<file path="config.mk">
export PLATFORM = sky130hd
export DESIGN_NAME = msi_snoop_ctrl
export DESIGN_NICKNAME = d
export VERILOG_FILES = /design/src/rtl/msi_snoop_ctrl.sv
export SDC_FILE = /design/constraint.sdc
export NUM_CORES = 1
export LEC_CHECK = 0
export ABC_AREA = 1
export ABC_CLOCK_PERIOD_IN_PS = 2750
export BUFFER_PORTS_ARGS = -buffer_cell sky130_fd_sc_hd__buf_2
export CAP_MARGIN = 10
export CORE_ASPECT_RATIO = 1.25
export CORE_MARGIN = 5
export CORE_UTILIZATION = 39
export CTS_CLUSTER_DIAMETER = 30
export DETAILED_ROUTE_END_ITERATION = 10
export PLACE_DENSITY = 0.57
export SYNTH_ARGS = -nofsm -noshare
export SYNTH_HDL_FRONTEND = slang
export SYNTH_SLANG_ARGS = --single-unit
</file>
<file path="constraint.sdc">
create_clock -name clock -period 2.75 [get_ports clock]
set_clock_uncertainty 0.05 [all_clocks]
set_input_delay 0.1375 -clock clock [delete_from_list [all_inputs] [get_ports clock]]
set_output_delay 0.1375 -clock clock [all_outputs]
set_load 0.005 [all_outputs]
</file>
<file path="src/rtl/msi_snoop_ctrl.sv">
// MSI snooping cache controller: direct-mapped line array, CPU request FSM,
// bus transaction generation and snoop response for one processor.
module msi_snoop_ctrl #(
    parameter int ADDR_W = 3,
    parameter int DATA_W = 4,
    parameter int IDX_W  = 2
) (
    input  logic              clock,
    input  logic              reset_n,
    input  logic              cpu_req,
    input  logic              cpu_write,
    input  logic [ADDR_W-1:0] cpu_addr,
    input  logic [DATA_W-1:0] cpu_wdata,
    output logic              cpu_ready,
    output logic [DATA_W-1:0] cpu_rdata,
    output logic              bus_req,
    input  logic              bus_grant,
    output logic [1:0]        bus_msg,
    output logic [ADDR_W-1:0] bus_addr,
    output logic              bus_wb,
    output logic [DATA_W-1:0] bus_wb_data,
    input  logic              mem_valid,
    input  logic [DATA_W-1:0] mem_data,
    input  logic              snoop_valid,
    input  logic [1:0]        snoop_msg,
    input  logic [ADDR_W-1:0] snoop_addr,
    output logic [1:0]        current_state,
    output logic [ADDR_W-1:0] current_address,
    output logic [DATA_W-1:0] current_data
);
    localparam int TAG_W = ADDR_W - IDX_W;
    localparam int LINES = 2 ** IDX_W;

    typedef enum logic [1:0] {LS_I = 2'b00, LS_S = 2'b01, LS_M = 2'b10} line_t;
    typedef enum logic [1:0] {MSG_NONE = 2'b00, MSG_RM = 2'b01, MSG_WM = 2'b10, MSG_INV = 2'b11} msg_t;
    typedef enum logic [2:0] {IDLE, WB, ARB, FILL, DONE} fsm_t;

    line_t             lstate [LINES];
    logic [TAG_W-1:0]  ltag   [LINES];
    logic [DATA_W-1:0] ldata  [LINES];

    fsm_t              fsm;
    msg_t              pend;
    logic              req_write;
    logic [ADDR_W-1:0] req_addr;
    logic [DATA_W-1:0] req_wdata;

    logic [IDX_W-1:0]  c_idx, r_idx, s_idx;
    logic [TAG_W-1:0]  c_tag, r_tag, s_tag;
    logic              c_hit, s_hit, s_flush, s_inv, s_chg, s_kills_req;
    line_t             s_next;
    msg_t              eff_msg;

    assign c_idx = cpu_addr[IDX_W-1:0];
    assign c_tag = cpu_addr[ADDR_W-1:IDX_W];
    assign r_idx = req_addr[IDX_W-1:0];
    assign r_tag = req_addr[ADDR_W-1:IDX_W];
    assign s_idx = snoop_addr[IDX_W-1:0];
    assign s_tag = snoop_addr[ADDR_W-1:IDX_W];

    assign c_hit   = (lstate[c_idx] != LS_I) && (ltag[c_idx] == c_tag);
    assign s_hit   = snoop_valid && (snoop_msg != MSG_NONE) &&
                     (lstate[s_idx] != LS_I) && (ltag[s_idx] == s_tag);
    assign s_flush = s_hit && (lstate[s_idx] == LS_M) &&
                     (snoop_msg == MSG_RM || snoop_msg == MSG_WM);
    assign s_inv   = s_hit && (lstate[s_idx] == LS_S) &&
                     (snoop_msg == MSG_WM || snoop_msg == MSG_INV);
    assign s_chg   = s_flush || s_inv;
    // The S copy an INVALIDATE is waiting to upgrade has just been taken away.
    assign s_kills_req = s_inv && (snoop_addr == req_addr);

    always_comb begin
        s_next  = (s_flush && snoop_msg == MSG_RM) ? LS_S : LS_I;
        eff_msg = (pend == MSG_INV && s_kills_req) ? MSG_WM : pend;
    end

    always_ff @(posedge clock) begin
        if (!reset_n) begin
            lstate          <= '{default: LS_I};
            ltag            <= '{default: '0};
            ldata           <= '{default: '0};
            fsm             <= IDLE;
            pend            <= MSG_NONE;
            req_write       <= 1'b0;
            req_addr        <= '0;
            req_wdata       <= '0;
            cpu_ready       <= 1'b0;
            cpu_rdata       <= '0;
            bus_req         <= 1'b0;
            bus_msg         <= MSG_NONE;
            bus_addr        <= '0;
            bus_wb          <= 1'b0;
            bus_wb_data     <= '0;
            current_state   <= LS_I;
            current_address <= '0;
            current_data    <= '0;
        end else begin
            cpu_ready   <= 1'b0;
            bus_msg     <= MSG_NONE;
            bus_addr    <= '0;
            bus_wb      <= 1'b0;
            bus_wb_data <= '0;

            // Snoop side first; CPU-side assignments below override current_*.
            if (s_flush) begin
                bus_wb      <= 1'b1;
                bus_addr    <= snoop_addr;
                bus_wb_data <= ldata[s_idx];
            end
            if (s_chg) begin
                lstate[s_idx]   <= s_next;
                current_state   <= s_next;
                current_address <= snoop_addr;
                current_data    <= ldata[s_idx];
            end

            case (fsm)
                IDLE: begin
                    if (cpu_req && !cpu_ready && !(s_chg && s_idx == c_idx)) begin
                        req_write <= cpu_write;
                        req_addr  <= cpu_addr;
                        req_wdata <= cpu_wdata;
                        if (c_hit && !cpu_write) begin
                            cpu_ready <= 1'b1;
                            cpu_rdata <= ldata[c_idx];
                        end else if (c_hit && lstate[c_idx] == LS_M) begin
                            ldata[c_idx]    <= cpu_wdata;
                            cpu_ready       <= 1'b1;
                            cpu_rdata       <= cpu_wdata;
                            current_state   <= LS_M;
                            current_address <= cpu_addr;
                            current_data    <= cpu_wdata;
                        end else if (c_hit) begin
                            pend    <= MSG_INV;
                            bus_req <= 1'b1;
                            fsm     <= ARB;
                        end else begin
                            pend <= cpu_write ? MSG_WM : MSG_RM;
                            if (lstate[c_idx] == LS_M) begin
                                fsm <= WB;
                            end else begin
                                bus_req <= 1'b1;
                                fsm     <= ARB;
                            end
                        end
                    end
                end
                WB: begin
                    // A snoop flush owns bus_wb this cycle; retry, and skip the
                    // write-back entirely if the snoop already took the victim out of M.
                    if (!s_flush) begin
                        if (lstate[r_idx] == LS_M) begin
                            bus_wb          <= 1'b1;
                            bus_addr        <= {ltag[r_idx], r_idx};
                            bus_wb_data     <= ldata[r_idx];
                            lstate[r_idx]   <= LS_I;
                            current_state   <= LS_I;
                            current_address <= {ltag[r_idx], r_idx};
                            current_data    <= ldata[r_idx];
                        end
                        bus_req <= 1'b1;
                        fsm     <= ARB;
                    end
                end
                ARB: begin
                    // bus_addr is shared with snoop flushes, so a grant is taken
                    // only in a cycle without one; the arbiter holds grant while bus_req.
                    if (bus_grant && !s_flush) begin
                        bus_req  <= 1'b0;
                        bus_msg  <= eff_msg;
                        bus_addr <= req_addr;
                        pend     <= eff_msg;
                        if (eff_msg == MSG_INV) begin
                            lstate[r_idx]   <= LS_M;
                            ldata[r_idx]    <= req_wdata;
                            cpu_ready       <= 1'b1;
                            cpu_rdata       <= req_wdata;
                            current_state   <= LS_M;
                            current_address <= req_addr;
                            current_data    <= req_wdata;
                            fsm             <= DONE;
                        end else begin
                            fsm <= FILL;
                        end
                    end else begin
                        pend <= eff_msg;
                    end
                end
                FILL: begin
                    // Any snoop match here concerns the departing tag; the fill replaces it.
                    if (mem_valid) begin
                        lstate[r_idx]   <= req_write ? LS_M : LS_S;
                        ltag[r_idx]     <= r_tag;
                        ldata[r_idx]    <= req_write ? req_wdata : mem_data;
                        cpu_ready       <= 1'b1;
                        cpu_rdata       <= req_write ? req_wdata : mem_data;
                        current_state   <= req_write ? LS_M : LS_S;
                        current_address <= req_addr;
                        current_data    <= req_write ? req_wdata : mem_data;
                        fsm             <= DONE;
                    end
                end
                DONE: begin
                    fsm <= IDLE;
                end
                default: begin
                    fsm <= IDLE;
                end
            endcase
        end
    end
endmodule

</file>
======== After elaboration in Yosys (flattened, before gate mapping) ========
Index checks and enable logic that the tools add are counted.
operators by class
  add/sub/neg operators ................... 0
  multipliers ............................. 0
  div/mod/pow operators ................... 0
  magnitude comparators ................... 6
  equality and inequality tests ........... 26
  shift-type cells ........................ 0
  multiplexer cells ....................... 143
  bitwise gates (word level) .............. 8
  reduce and logical (&&, ||, !) cells .... 42
operators with widths
  cell                                                 number
  two-way mux 4 bit                                    28
  two-way mux 16 bit                                   6
  two-way mux 3 bit                                    20
  two-way mux 8 bit                                    7
  two-way mux 2 bit                                    26
  bitwise mux 16 bit                                   3
  one-hot mux 16 bit (3 select lines)                  1
  two-way mux 1 bit                                    25
  binary-select mux 4 bit (select 2 bit)               3
  one-hot mux 3 bit (4 select lines)                   2
  one-hot mux 8 bit (3 select lines)                   1
  logical AND 1 bit                                    20
  bitwise mux 8 bit                                    2
  demux 4 bit (select 2 bit)                           2
  inequality test 2 bit (second input constant)        8
  one-hot mux 4 bit (4 select lines)                   1
  equality test 2 bit (second input constant)          7
  AND reduction 7 bit                                  2
  binary-select mux 2 bit (select 2 bit)               3
  one-hot mux 4 bit (3 select lines)                   1
  AND reduction 6 bit                                  2
  >= comparator 3 bit (second input constant)          3
  < comparator 3 x 1 -> 1 bit (second input constant)  3
  inverter 2 -> 3 bit                                  3
  other kinds (28)                                     46
storage, ports and cells
  register bits ........................... 66
  bits in latches ......................... 0
  bits in writable memories ............... 0
  ROM bits ................................ 0
  input bits .............................. 23
  output and inout bits ................... 25
  word-level logic and storage cells ...... 252
  memories ................................ 0

======== Depth between registers and ports, before layout ========
  word-level depth ........................ 18
  mapped depth ............................ 20
  depth with buffers taken out ............ 17

======== Least setup slack after synthesis ========
No wires, ideal clock.
  kind .................................... reg2reg
  from .................................... register req_addr[1]
  to ...................................... register lstate[4] (netlist bit)
  library setup time ...................... 132 ps
  arrival time ............................ 1,825 ps
  required time ........................... 2,568 ps
  setup slack ............................. 743 ps
  stages on the path, launching flop included .. 15
  buffers on the path ..................... 2
  period minus slack after synthesis ...... 2,007 ps
  path through ............................ dfxtp_1 buf_2 nand2_2 clkinv_1 nand2_1 o21ai_0 nor2_1 nand2_1 inv_1 nand2_1 buf_2 o21ai_0 o211ai_1 o21ai_1 a21oi_1
between the ends
  word-level cells in the longest chain between the ends .. 10
  elaborated cells on any way between the ends .. 26
  classes of those cells .................. 2 x order compare; 3 x eq/ne; 13 x mux; 5 x bitwise; 3 x reduce/logical
ends and longest elaborated chain
  item                                                                                      RTL line       RTL
  start, declared                                                                           45             logic [ADDR_W-1:0] req_addr;
  start signal, assigned                                                                    121            req_addr <= cpu_addr;
  inverter 2 -> 3 bit                                                                       -
  >= comparator 3 bit (not written as such) or < comparator 3 x 1 -> 1 bit (tied branches)  156, 174, 192
  logical AND 1 bit (not written as such)                                                   156, 174, 192
  two-way mux 2 bit                                                                         156, 174, 192
  demux 2 bit (select 2 bit)                                                                156, 174, 192
  inverter 4 bit (no source line) or inverter 8 bit (tied branches)                         -
  AND 4 bit (no source line) or AND 8 bit (tied branches)                                   -
  two-way mux 8 bit (on tied branches)                                                      173, 152
  two-way mux 8 bit (on tied branches)                                                      168, 151
  one-hot mux 8 bit (3 select lines) *                                                      117            case (fsm)
  end signal, assigned by index                                                             111            lstate[s_idx] <= s_next;
  end signal, assigned by index                                                             192            lstate[r_idx] <= req_write ? LS_M : LS_S;
  end, declared                                                                             38             line_t lstate [LINES];
Every way passes the cells marked *; elsewhere a longest branch is shown, timed or not. The select of a mux whose other input is x is not followed.
A chain may end at the register's enable or synchronous reset.

======== Worst setup path after layout ========
  from .................................... register lstate[0] (netlist bit)
  to ...................................... register current_data[2]
between the ends
  word-level cells in the longest chain between the ends .. 15
  elaborated cells on any way between the ends .. 44
  classes of those cells .................. 5 x eq/ne; 20 x mux; 19 x reduce/logical
ends and longest elaborated chain
  item                                                   RTL line    RTL
  binary-select mux 2 bit (select 2 bit)                 63, 64, 66
  two-way mux 2 bit (not written as such) (2 in series)  63, 64, 66
  nonzero test 2 bit                                     63          (lstate[s_idx] != LS_I) && (ltag[s_idx] == s_tag);
  logical AND 1 bit                                      62          assign s_hit = snoop_valid && (snoop_msg != MSG_NONE) &&
  logical AND 1 bit                                      63
  logical AND 1 bit (2 in series)                        66          assign s_inv = s_hit && (lstate[s_idx] == LS_S) &&
  logical AND 1 bit                                      70          assign s_kills_req = s_inv && (snoop_addr == req_addr);
  logical AND 1 bit                                      74          eff_msg = (pend == MSG_INV && s_kills_req) ? MSG_WM : pend;
  two-way mux 2 bit                                      74
  equality test 2 bit                                    173         if (eff_msg == MSG_INV) begin
  two-way mux 4 bit                                      173
  two-way mux 4 bit                                      168         if (bus_grant && !s_flush) begin
  one-hot mux 4 bit (4 select lines) *                   117
  end signal, assigned                                   114         current_data <= ldata[s_idx];
  end signal, assigned                                   132         current_data <= cpu_wdata;
  end signal, assigned                                   180         current_data <= req_wdata;
  end, declared                                          29          output logic [DATA_W-1:0] current_data
Marked as above.

==> run_results.csv <==
group,metric,value,unit
critical_path,cp_common_cell,"nand2_1",
drt,postRouteAntennaNets,0,
clock_tree,clock-root-buffer,"clkbuf_16",
critical_path,cpLargestDelayFamily,"simple AND/OR/NAND/NOR gates",
layout,final_nets,897,
worst_hold_path,hp-start,"cpu_write",
power_and_ir_drop,switching_share,46.7,%
power_and_ir_drop,p_clk_share,24.7,%
floorplan,rows,46,
critical_path,slowest_stage,"o21ai_2",
run_status,status,"completed",
critical_path,critPathKind,"reg2reg",
critical_path,cp-startpoint,"lstate[0]",
clock_tree,cts_tree,"done",
drt,wl_per_cell,19.5,um
floorplan,die_h,137,um
placed_design,hpwlAfterDp,15.9,mm
critical_path,startpoint_type,"flop",
clock_tree,clk_pin_slew_worst_paths,0.06,ns
floorplan,die_x,111,um
floorplan,ioPinCount,48,
grt,grt_pass1_wl,31.4,mm
sta,fmax,0.410,GHz
power_and_ir_drop,p_sw,2.10,mW
critical_path,r2r_slack,0.31,ns
clock_tree,numClockSinks,66,
yosys,ys_seq_elements,66,
yosys,synth_fp_nets,837,
drt,post_drt_via_cell_ratio,5.69,
job,cap_viol_max_count,0,
sta,setup_viol,0,
floorplan,core_area,12700,um2
power_and_ir_drop,p_leak,2.69,nW
power_and_ir_drop,comb_power_share,47.2,%
sta,rsz0062_at_grt,"false",
power_and_ir_drop,p_per_area,774,nW/um2
worst_hold_path,hold_path_class,"in2reg",
clock_tree,post_cts_buffers,0,
layout,drive_above_1_share,16.2,%
yosys,synth_cell_types,46,
drt,dr.pass1.iters,6,
grt,grt_max_degree,45,
critical_path,arrival,2.62,ns
layout,regArea,1320,um2
placed_design,io_buffers,47,
clock_tree,postCtsHoldBufs,0,
sta,worst_pin_slew,0.715,ns
yosys,syn_avg_cell_area,6.18,um2
critical_path,cp_cell_sequence,"nand3_1, nand2_1, nor2_4, nand2_1, nor2_4, o21ai_2, nand2_1, nand2_1, inv_1, o21ai_0, nand3_1, nor2_1, nor2_1",
yosys,synth_area,5000,um2
power_and_ir_drop,ir_worst_vdd,0.000363,V
drt,dr.first_iter.drc_count,673,
layout,syn_to_final_growth,16.1,%
sta,finalCriticalPeriod,2.44,ns
grt,grtUsageTotal,26.4,%
yosys,ys_warn_count,0,
sta,hold_violations,0,
layout,n_fill_cell,1401,
sta,setup_slack,0.312,ns
critical_path,critical_path.reg2reg.startpoint,"lstate[0]",
yosys,syn-instance-count,810,
critical_path,cp.required,2.93,ns
power_and_ir_drop,p_seq_share,28.1,%
drt,drc_errors,0,
grt,grt_pass1_vias,5627,
layout,multi_input_area,3160,um2
placed_design,place_congestion,0.960,
grt,antenna_found_initial,0,
critical_path,critPathCaptureType,"flop",
sta,period_share,88.7,%
clock_tree,worstSkewPairLatency,0.34,ns
critical_path,path_max_fanout,13,
clock_tree,clock_tree.htree_level_count,3,
floorplan,start_util,39.5,%
drt,drt_wl_total,20.3,mm
clock_tree,cts_resized,0,
sta,maxSlewHeadroom,52.3,%
drt,num_vias,5937,
layout,num_antenna_cells,0,
power_and_ir_drop,power.internal,2.40,mW
clock_tree,cts_buffers,9,
grt,grt-ovfl-total,0,
sta,maxSlewViolCount,0,
critical_path,cpPeakStageDelay,0.56,ns
floorplan,die-area,15200,um2
clock_tree,cts_buffer_depth,2,
yosys,ys_seq_area_share,26.4,%
placed_design,pre_cts_slack,0.165,ns
sta,fin_setup_tns,0,ns
critical_path,path_buf_inv,1,
==> kinds of logic after synthesis <==
family          Yosys count  share of synthesized area, %
xor+xnor                  3                         0.525
compound gates          190                          22.9
flops                    66                          26.4
buf+inv                 125                          10.5
fa+ha+maj                 4                          1.00
simple gates            422                          38.7
==> metal layers <==
metal	track usage (%)	vias to the layer above	share of wire, %
met5	0	-	0
met4	11.8	0	4.7
met3	4.73	75	8.0
met2	45.1	313	48
met1	32.6	2703	39
li1	-	2846	-
==> cell type report <==
class	instances	share of cell area [%]
Clock buffer	10	4.11
Clock inverter	6	0.732
Inverter	93	6.01
Multi-Input combinational cell	619	54.3
Sequential cell	66	22.7
Tap cell	168	3.62
Timing Repair Buffer	81	8.44
==> synthesized netlist by cell type, drive strengths merged <==
master | instances | area [um2]
nand2 | 211 | 842
nor2 | 98 | 465
inv | 90 | 338
nand3 | 83 | 443
o21ai | 68 | 348
dfxtp | 66 | 1320
a21oi | 60 | 304
o22ai | 22 | 138
buf | 19 | 128
a221oi | 13 | 114
clkbuf | 13 | 48.8
nand4 | 12 | 75.1
nor3 | 12 | 60.1
ha | 4 | 50.1
o211a | 4 | 40.0
o211ai | 4 | 43.8
o221ai | 4 | 35.0
o32ai | 4 | 35.0
a22oi | 3 | 22.5
clkinv | 3 | 11.3
xor2 | 3 | 26.3
a21boi | 2 | 15.0
and2 | 2 | 12.5
nor4 | 2 | 12.5
o2111ai | 2 | 17.5
a211oi | 1 | 7.51
a31oi | 1 | 6.26
nand3b | 1 | 20.0
o21a | 1 | 8.76
o311ai | 1 | 8.76
or2 | 1 | 6.26
==> per-stage QoR <==
stage	utilization [%]	hold WS [ns]	cells	power, mW	area [um2]
5_1_grt	45.9	0.0807	1043	4.75	5810
6_report	45.9	0.0809	1043	4.50	5810
2_1_floorplan	-	0.213	810	2.65	5000
4_1_cts	45.9	0.0594	1043	4.45	5810
3_5_place_dp	43.7	0.398	1027	3.34	5530
3_3_place_gp	43.7	0.394	1027	3.34	5530
==> state kept, by name, indices dropped and copies added, names as in the netlist <==
signal / cells
lstate: 8
fsm: 3
cpu_ready: 1
cpu_rdata: 4
req_wdata: 4
bus_wb: 1
pend: 2
req_write: 1
bus_msg: 2
req_addr: 3
bus_wb_data: 4
bus_req: 1
bus_addr: 3
current_state: 2
ldata: 16
current_address: 3
ltag: 4
current_data: 4
==> cell usage in the layout, fill, tap and decap left out, drive strengths merged, types with 3 or more instances in the layout <==
cell type	Yosys	final
o211a	4	4
buf	19	81
ha	4	4
nor3	12	12
a21oi	60	60
o211ai	4	4
a22oi	3	3
xor2	3	3
dfxtp	66	66
clkbuf	13	10
clkinv	3	7
nand4	12	12
nor2	98	98
nand3	83	83
a221oi	13	13
o32ai	4	4
o22ai	22	22
inv	90	90
o221ai	4	4
nand2	211	211
o21ai	68	68
==> worst paths after layout <==
path                                   endpoint  cells after the start
worst min register to register          bus_req                      2
worst max register to register  current_data[2]                     13
worst min-delay path                    pend[1]                      3
worst max-delay path            current_data[2]                     13
==> worst register-to-register path, stage by stage (launching register included) <==
cell and delay [ns]:
dfxtp_1 0.41, nand3_1 0.09, nand2_1 0.12, nor2_4 0.06, nand2_1 0.10, nor2_4 0.06, o21ai_2 0.56, nand2_1 0.12
nand2_1 0.15, inv_1 0.10, o21ai_0 0.26, nand3_1 0.11, nor2_1 0.09, nor2_1 0.04
==> power by group through the flow <==
stage | registers, mW | clock network, mW | logic (mW)
floorplan | 1.22 | 0 | 1.43
global placement | 1.28 | 0 | 2.07
detailed placement | 1.28 | 0 | 2.06
CTS | 1.26 | 1.12 | 2.07
global route | 1.28 | 1.17 | 2.30
finish | 1.26 | 1.11 | 2.12
Note: power is estimated with default switching activity, not from simulation.
